## src/rtl/mistral_counter.sv

```systemverilog
// Up/down modulo-N counter with Cyclone V ALM register controls (ENA gates SCLR/SLOAD/count).
// Wraps or saturates at the ends; EVT flags the cycle after a boundary step.
module mistral_counter #(
    parameter int              WIDTH    = 8,
    parameter longint unsigned MODULUS  = 256,
    parameter int              SATURATE = 0
) (
    input  logic             CLK,
    input  logic             AC,
    input  logic             ENA,
    input  logic             SCLR,
    input  logic             SLOAD,
    input  logic [WIDTH-1:0] SDATA,
    input  logic             UP,
    output logic [WIDTH-1:0] Q,
    output logic             TC,
    output logic             EVT
);

    if (WIDTH < 1 || WIDTH > 32) begin : g_bad_width
        $error("mistral_counter: WIDTH must be within 1..32");
    end
    if (MODULUS < 2 || MODULUS > (64'd1 << WIDTH)) begin : g_bad_modulus
        $error("mistral_counter: MODULUS must be within 2..2**WIDTH");
    end

    localparam logic [WIDTH-1:0] LP_MAX  = WIDTH'(MODULUS - 1);
    localparam logic [WIDTH-1:0] LP_ONE  = WIDTH'(1);
    localparam logic [WIDTH-1:0] LP_ZERO = '0;
    localparam bit               LP_SAT  = (SATURATE != 0);

    logic [WIDTH-1:0] r_q;
    logic             r_evt;
    logic [WIDTH-1:0] w_q_nxt;
    logic             w_evt_nxt;
    logic             w_at_top;
    logic             w_at_bot;

    // Loads beyond the modulus land on the top count so Q can never leave 0..MODULUS-1.
    function automatic logic [WIDTH-1:0] f_clamp(input logic [WIDTH-1:0] d);
        return (d > LP_MAX) ? LP_MAX : d;
    endfunction

    function automatic logic [WIDTH-1:0] f_inc(input logic [WIDTH-1:0] q);
        if (q == LP_MAX) begin
            return LP_SAT ? q : LP_ZERO;
        end
        return q + LP_ONE;
    endfunction

    function automatic logic [WIDTH-1:0] f_dec(input logic [WIDTH-1:0] q);
        if (q == LP_ZERO) begin
            return LP_SAT ? q : LP_MAX;
        end
        return q - LP_ONE;
    endfunction

    assign w_at_top = (r_q == LP_MAX);
    assign w_at_bot = (r_q == LP_ZERO);

    always_comb begin
        w_q_nxt   = r_q;
        w_evt_nxt = 1'b0;
        if (ENA) begin
            if (SCLR) begin
                w_q_nxt = LP_ZERO;
            end else if (SLOAD) begin
                w_q_nxt = f_clamp(SDATA);
            end else if (UP) begin
                w_q_nxt   = f_inc(r_q);
                w_evt_nxt = w_at_top;
            end else begin
                w_q_nxt   = f_dec(r_q);
                w_evt_nxt = w_at_bot;
            end
        end
    end

    always_ff @(posedge CLK or posedge AC) begin
        if (AC) begin
            r_q   <= '0;
            r_evt <= 1'b0;
        end else begin
            r_q   <= w_q_nxt;
            r_evt <= w_evt_nxt;
        end
    end

    assign Q   = r_q;
    assign EVT = r_evt;
    assign TC  = UP ? w_at_top : w_at_bot;

endmodule

```

## config.mk

```make
export PLATFORM = sky130hd
export DESIGN_NAME = mistral_counter
export DESIGN_NICKNAME = d
export VERILOG_FILES = /design/src/rtl/mistral_counter.sv
export SDC_FILE = /design/constraint.sdc
export NUM_CORES = 1
export LEC_CHECK = 0
export CAP_MARGIN = 10
export CORE_UTILIZATION = 48
export DETAILED_ROUTE_END_ITERATION = 6
export GPL_TIMING_DRIVEN = 0
export PLACE_DENSITY_LB_ADDON = 0.15
export SYNTH_ARGS = -nofsm -noshare
export SYNTH_HDL_FRONTEND = slang
export SYNTH_SLANG_ARGS = --single-unit
```

## constraint.sdc

```tcl
create_clock -name CLK -period 2.97 [get_ports CLK]
set_input_delay 0.7425 -clock CLK [delete_from_list [all_inputs] [get_ports CLK]]
set_output_delay 0.7425 -clock CLK [all_outputs]
set_load 0.01 [all_outputs]
```

Yosys cells after proc, flatten, opt, wreduce, memory -nomap -nowiden. Cells that the tools add are included.

Equal/unequal tests: 1. Reductions and logical operators: 1. Muxes and demuxes: 22. Add/sub/neg operators: 2. Order comparisons: 1.

Operators with widths (count): $mux 8 (8); $mux 1 (14); $add 8x1->8 const B (1); $eq 8x8->1 const B (1); $gt 8x8->1 const B (1); $logic_not 8->1 (1); $sub 8x1->8 const B (1).

Flip-flop bits (word level): 9. Output and inout bits: 10. Word-level logic and storage cells: 29.

Logic depth before layout (Yosys ltp). Gate-level depths: netlist (run 1).

Depth in word-level cells: 10. Mapped depth: 7. Mapped depth without buffers: 6.

Worst setup path before layout (run 1). No wires, ideal clock.

Kind: register -> output. Start point: register r_q[4] (netlist: Q[4]). End point: output port TC. Slack: 0.889 ns. Arrival: 1.339 ns. Required time: 2.227 ns. Cell stages (with the launch flop): 5. Path buffers: 1. Path through: dfrtp_1 buf_6 nor4_4 nand3_1 o21ai_0.

Cells in the longest elaborated chain, start to end: 2. Elaborated cells between the ends (all ways): 3. Classes of those cells: eq/ne: 1; mux: 1; reduce/logical: 1.

RTL lines: start: declaration (RTL line 32) `logic [WIDTH-1:0] r_q;`; start signal: assignment (RTL line 84) `r_q <= w_q_nxt;`; $eq 8x8->1 or $logic_not 8->1 (tied branches) (RTL line 58, 59); $mux 1 * (RTL line 91) `assign TC = UP ? w_at_top : w_at_bot;`; end: declaration (RTL line 16) `output logic TC,`.

Every way passes the cells marked *; elsewhere a longest branch is shown, timed or not.

Worst setup path after layout (run 1).
Start point: input port UP. End point: output port TC.

Cells in the longest elaborated chain, start to end: 1.

RTL lines: start: declaration (RTL line 14) `input logic UP,`; $mux 1 (RTL line 91).

No other way between the ends.

==> run summary, run 1 <==
Synth Flop Type = dfrtp_1
hold crit path type = register to register
die area = 1980 um^2
kind of critical path = primary input to output port
Seq/Total Area, Yosys = 25.9%
Post-synth EDFFs = 0
Netlist cell types = 40
I/O pin cnt = 24
Avg Cell Area, Syn = 8.35 um^2
largest net degree at the start of global routing = 11
Vias/cell = 6.09
Startpoint Class = primary input
clk_skew = 2.11 ps
CP Max Fanout = 10
Final Power = 460 uW
WL per Instance = 15.4 um
crit-path cells = dlygate4sd2_1 > clkbuf_8 > nand4_1 > o21ai_1 > clkdlybuf4s50_1
GRT Total Usage = 26.8%
total clock sinks = 9
Rows = 15
Final nets = 148
Die X-Extent = 44.5 um
P_leak = 0.000474 uW
Worst VDD drop = 0.224 mV
#FFs+latches synth = 9
Post-DP HPWL = 1720 um
Finish-stage setup viols = 0
CTS tree = done
Ys Warns = 0
Diodes inserted = 0
initial core utilization = 50.8%
Crit. End Element = output port
RSZ-0062 raised after global routing = no
Core Box Area = 1710 um^2
Worst-Margin Slew = 465 ps
vias in the first global route = 906
synthesized instance count = 104
count of buffers from port buffering = 23
total wire length = 2390 um
chip height = 44.5 um
layout cell share with drive strength beyond 1 = 13.1%
first-pass GRT wire length = 3970 um
routability congestion estimate = 0.911
via count = 944
dpl ws = -384 ps
Skew-Pair Late Insertion Delay = 260 ps
FFs w/ async S/R, synth = 100%
P per Cell Area = 396 nW/um^2
Max Root-Sink Buffers = 2
antenna violations before repair = 0
max-slew violations = 0
commonest non-fill, non-tap cell in the layout = clkdlybuf4s50_1
Residual DRC = 0
grt ovf = 0
CTS buffer count = 3
postcts setup bufs = 0
htree depth = 1
clk slew on worst S/H paths = 70 ps
Yosys top cell area share = 25.9%
Worst EP required = 2230 ps
fin crit period = 2830 ps
DP Cell Count = 152
max_cap viols = 0
status = finished clean
Finished Layout Cells = 155
Worst Slack Setup Final = 136 ps
drt first pass iters = 4
commonest non-fill, non-tap cells in the layout = clkdlybuf4s50_1 (22), inv_1 (9), nand3_1 (9)
most area-hungry cell type in the Yosys netlist = dfrtp_1
fmax = 0.353 GHz
Max-Slew Margin vs Limit = 68.9%
Area contributors post-synth = dfrtp_1 (26%), nand3_1 (5.2%), ha_1 (4.3%), o21ai_0 (4.0%), inv_1 (3.9%)
synthesis-to-finish area growth = 34.0%
Final Hold Slack = 725 ps
Iteration-0 DRC Markers = 68
syn_nets = 121
Final Hold Fails = 0
number of routed nets with antenna violations = 0
worst path arrival time = 2090 ps
Tcrit/Tclk final = 95.4%
Mapped Area = 868 um^2
largest stage delay on the critical path = 560 ps
Slowest cell on crit path = clkdlybuf4s50_1
TNS Setup = 0 ps
root buffer cell = clkbuf_4
[final cells by class]
| type | count | area (um^2) |
|---|---|---|
| plain buffers | 7 | 60.1 |
| multi-input cells | 78 | 557 |
| well taps | 25 | 31.3 |
| inverters | 9 | 33.8 |
| fillers | 140 | 544 |
| repair buffers | 23 | 229 |
| clock buffers | 4 | 26.3 |
| flip-flops and latches | 9 | 226 |
[what timing repair did]
item / in CTS / in global routing
pin swaps: 0 / 0
hold endpoints to repair: 0 / 0
setup endpoints to repair: 1 / 1
hold buffers: 0 / 0
gates resized for setup: 5 / 2
[where the power goes]
part | switching, uW | internal (uW)
Sequential | 17.6 | 135
Clock | 50.0 | 51.9
Combinational | 102 | 103
[synthesized netlist by cell type (2+ instances only)]
| master | count |
|---|---|
| nand2b_1 | 2 |
| inv_1 | 9 |
| nor2_1 | 7 |
| nand3_1 | 9 |
| buf_6 | 3 |
| a31oi_1 | 2 |
| or4_1 | 2 |
| dfrtp_1 | 9 |
| clkbuf_1 | 4 |
| a21oi_1 | 5 |
| xnor2_1 | 2 |
| o21ai_0 | 7 |
| xor2_1 | 3 |
| nand4_1 | 2 |
| and3_1 | 5 |
| o211ai_1 | 4 |
| a221o_1 | 2 |
| ha_1 | 3 |
| nor3b_1 | 2 |
| and2_1 | 2 |
[state kept, by name, indices dropped and copies added, names as in the netlist]
signal / count
EVT: 1
Q: 8
[through the flow]
stage | cell area, um^2 | utilization, %
6_report | 1160 | 68.1
5_1_grt | 1160 | 68.1
4_1_cts | 1170 | 68.3
3_5_place_dp | 1130 | 66.2
3_3_place_gp | 1130 | 66.2
2_1_floorplan | 868 | -
[per-layer routing]
metal	GRT usage (%)	share of wire, %	wire length, um
met4	10.9	1.5	36
met3	2.86	8.2	197
met1	37.0	43	1030
met5	0	0	0
met2	42.4	47	1130
[critical path: cells and delay by family]
family	cells	cell delay [ps]
AND/OR/NAND/NOR	1	130
AO/OA/AOI/OAI	1	130
buffers and inverters	3	1090
[worst paths after layout]
check,start,to,slack [ps],depth (start not counted)
setup / recovery,UP,TC,140,5
hold reg to reg,Q[0],Q[0],720,2
setup reg to reg,Q[0],Q[4],1230,7
hold / removal,Q[0],Q[0],720,2
min in group asynchronous,AC,EVT,740,2
max in group asynchronous,AC,Q[1],1940,2
[kinds of logic (layout without fill, tap and decap cells)]
family,Yosys count,count (layout),share of synthesized area [%]
DFF,9,9,25.9
AOI/OAI and AO/OA,31,31,25.8
and+or+nand+nor,38,38,27.7
adders and majority gates,3,3,4.32
muxes,1,1,1.15
xor gates and xnor gates,5,5,5.04
buffers and inverters,17,43,10.1
(Power assumes the default switching activity.)
==> inputs of run 2 (changes only) <==
GPL_TIMING_DRIVEN = unset   (was 0)
PLACE_DENSITY = 0.82   (was unset)
PLACE_DENSITY_LB_ADDON = unset   (was 0.15)
==> run 2 against run 1 <==
  * Global-route usage is 0.55 points lower
  * Total power hardly changed
  * Routed wire length hardly changed
  * Utilization is 0.81 points lower
  * Cell count is 0.65% lower
  * Worst setup slack worse by 21 ps
  * Die area stayed put
  * Fmax is 0.73% lower
  * Count of clock-buffer cells in the layout stayed put
  * Via count is 2.8% higher
  * Largest cell class unchanged
==> run summary, run 2 (same netlist as run 1, synthesis figures left out) <==
largest stage delay on the critical path = 610 ps
Slowest cell on crit path = dfrtp_1
fill count = 151
RSZ-0062 raised after global routing = no
worst path arrival time = 2110 ps
internal cell power = 289 uW
kind of critical path = register to output port
reg2reg end = Q[6]
hold crit path type = register to register
Max Root-Sink Buffers = 2
chip height = 44.5 um
Final Hold Fails = 0
Critical R2R Launch = Q[4]
CTS buffer count = 3
fmax = 0.350 GHz
number of routed nets with antenna violations = 0
Reg2Reg Setup Slack = 1170 ps
Startpoint Class = register
critical path capture point = TC
total wire length = 2390 um
max-slew violations = 0
Max-Slew Margin vs Limit = 69.1%
status = finished clean
Final nets = 147
synthesis-to-finish area growth = 32.4%
Worst-Margin Slew = 463 ps
vias in the first global route = 892
TNS Setup = 0 ps
max_cap viols = 0
Crit. End Element = output port
routability congestion estimate = 0.919
Finish-stage setup viols = 0
fin crit period = 2860 ps
Core Box Area = 1710 um^2
dpl ws = 132 ps
first-pass GRT wire length = 3770 um
Vias/cell = 6.30
drt first pass iters = 4
P per Cell Area = 400 nW/um^2
CTS tree = done
Finished Layout Cells = 154
FF+latch area = 228 um^2
via count = 970
Residual DRC = 0
commonest non-fill, non-tap cell in the layout = clkdlybuf4s50_1
P_sw = 171 uW
antenna violations before repair = 0
total clock sinks = 9
DP Cell Count = 149
clk slew on worst S/H paths = 70 ps
CP Launch Point = Q[3]
Skew-Pair Late Insertion Delay = 270 ps
die area = 1980 um^2
Tcrit/Tclk final = 96.1%
Post-DP HPWL = 1740 um
Die X-Extent = 44.5 um
root buffer cell = clkbuf_4
largest net degree at the start of global routing = 13
initial core utilization = 50.8%
P_leak = 0.000469 uW
Worst EP required = 2230 ps
WL per Instance = 15.5 um
clock share of power = 22.3%
layout cell share with drive strength beyond 1 = 14.0%
CP Max Fanout = 12
# hold bufs at CTS = 0
Worst Slack Setup Final = 115 ps
Final Instance Area = 1150 um^2
Flop pwr share = 35.4%
count of buffers from port buffering = 23
grt ovf = 0
Switching Share = 37.2%
Iteration-0 DRC Markers = 51
commonest non-fill, non-tap cells in the layout = clkdlybuf4s50_1 (23), inv_1 (9), nand3_1 (9)
htree depth = 1
crit-path cells = and3_1 > nand4_1 > o21ai_0 > clkdlybuf4s50_1
GRT Total Usage = 26.2%
Rows = 15
multi-input combinational cell area = 556 um^2
Combinational Power Share = 42.3%
max reg flops = 8
Diodes inserted = 0
placed cell areas = 1110 um^2
Worst R2R Path Depth = 5
clk_skew = 1.79 ps
I/O pin cnt = 24
Worst VDD drop = 0.231 mV
==> run 2: changes by cell type in the layout (fill, tap and decap cells not counted), sizes merged <==
cell / delta
clkbuf: -3
buf: +2
clkdlybuf4s50: +1
dlygate4sd2: -1
==> run 2: critical path: cells and delay by family (launching register included) <==
family,cells,cell delay (ps)
flops,1,610
buf+inv,1,570
compound gates,1,130
simple gates,2,520
==> run 2: how the worst min path moves through the flow <==
stage | start | to | slack [ps] | cells after the start
floorplan | AC | EVT | 570 | 1
global placement | Q[0] | Q[0] | 680 | 2
finish | Q[1] | Q[1] | 690 | 2
CTS | Q[0] | Q[0] | 700 | 2
detailed placement | Q[0] | Q[0] | 690 | 2
global route | Q[0] | Q[0] | 740 | 2
==> run 2: routing by layer <==
metal,up-vias,track usage [%],share of wire (%)
met4,0,14.5,2.1
met1,461,35.2,42
met3,7,3.67,8.9
li1,444,-,-
met2,58,40.3,47
met5,-,0,0
==> run 2: what timing repair did <==
action	CTS	global route
buffers inserted	0	1
setup endpoints to repair	0	1
gates resized for setup	0	2
==> run 2: power groups by stage <==
stage	Combinational [uW]	Clock, uW	Sequential, uW
4_1_cts	189	104	161
2_1_floorplan	124	0	157
3_5_place_dp	188	0	163
3_3_place_gp	184	0	163
5_1_grt	211	107	165
6_report	195	103	163
==> run 2: final cells by class <==
type                       instances  area share, %
inverter                           9           2.94
sequential                         9           19.8
timing repair buffer              29           23.9
multi-input combinational         78           48.3
clock buffer                       4           2.29
tap                               25           2.72
==> run 2: through the flow <==
stage               util [%]  power [uW]  hold slack [ps]
finish                  67.3         460              694
detailed placement      65.2         351              689
floorplan                  -         281              570
global placement        65.2         347              677
global route            67.3         483              741
CTS                     66.7         454              704
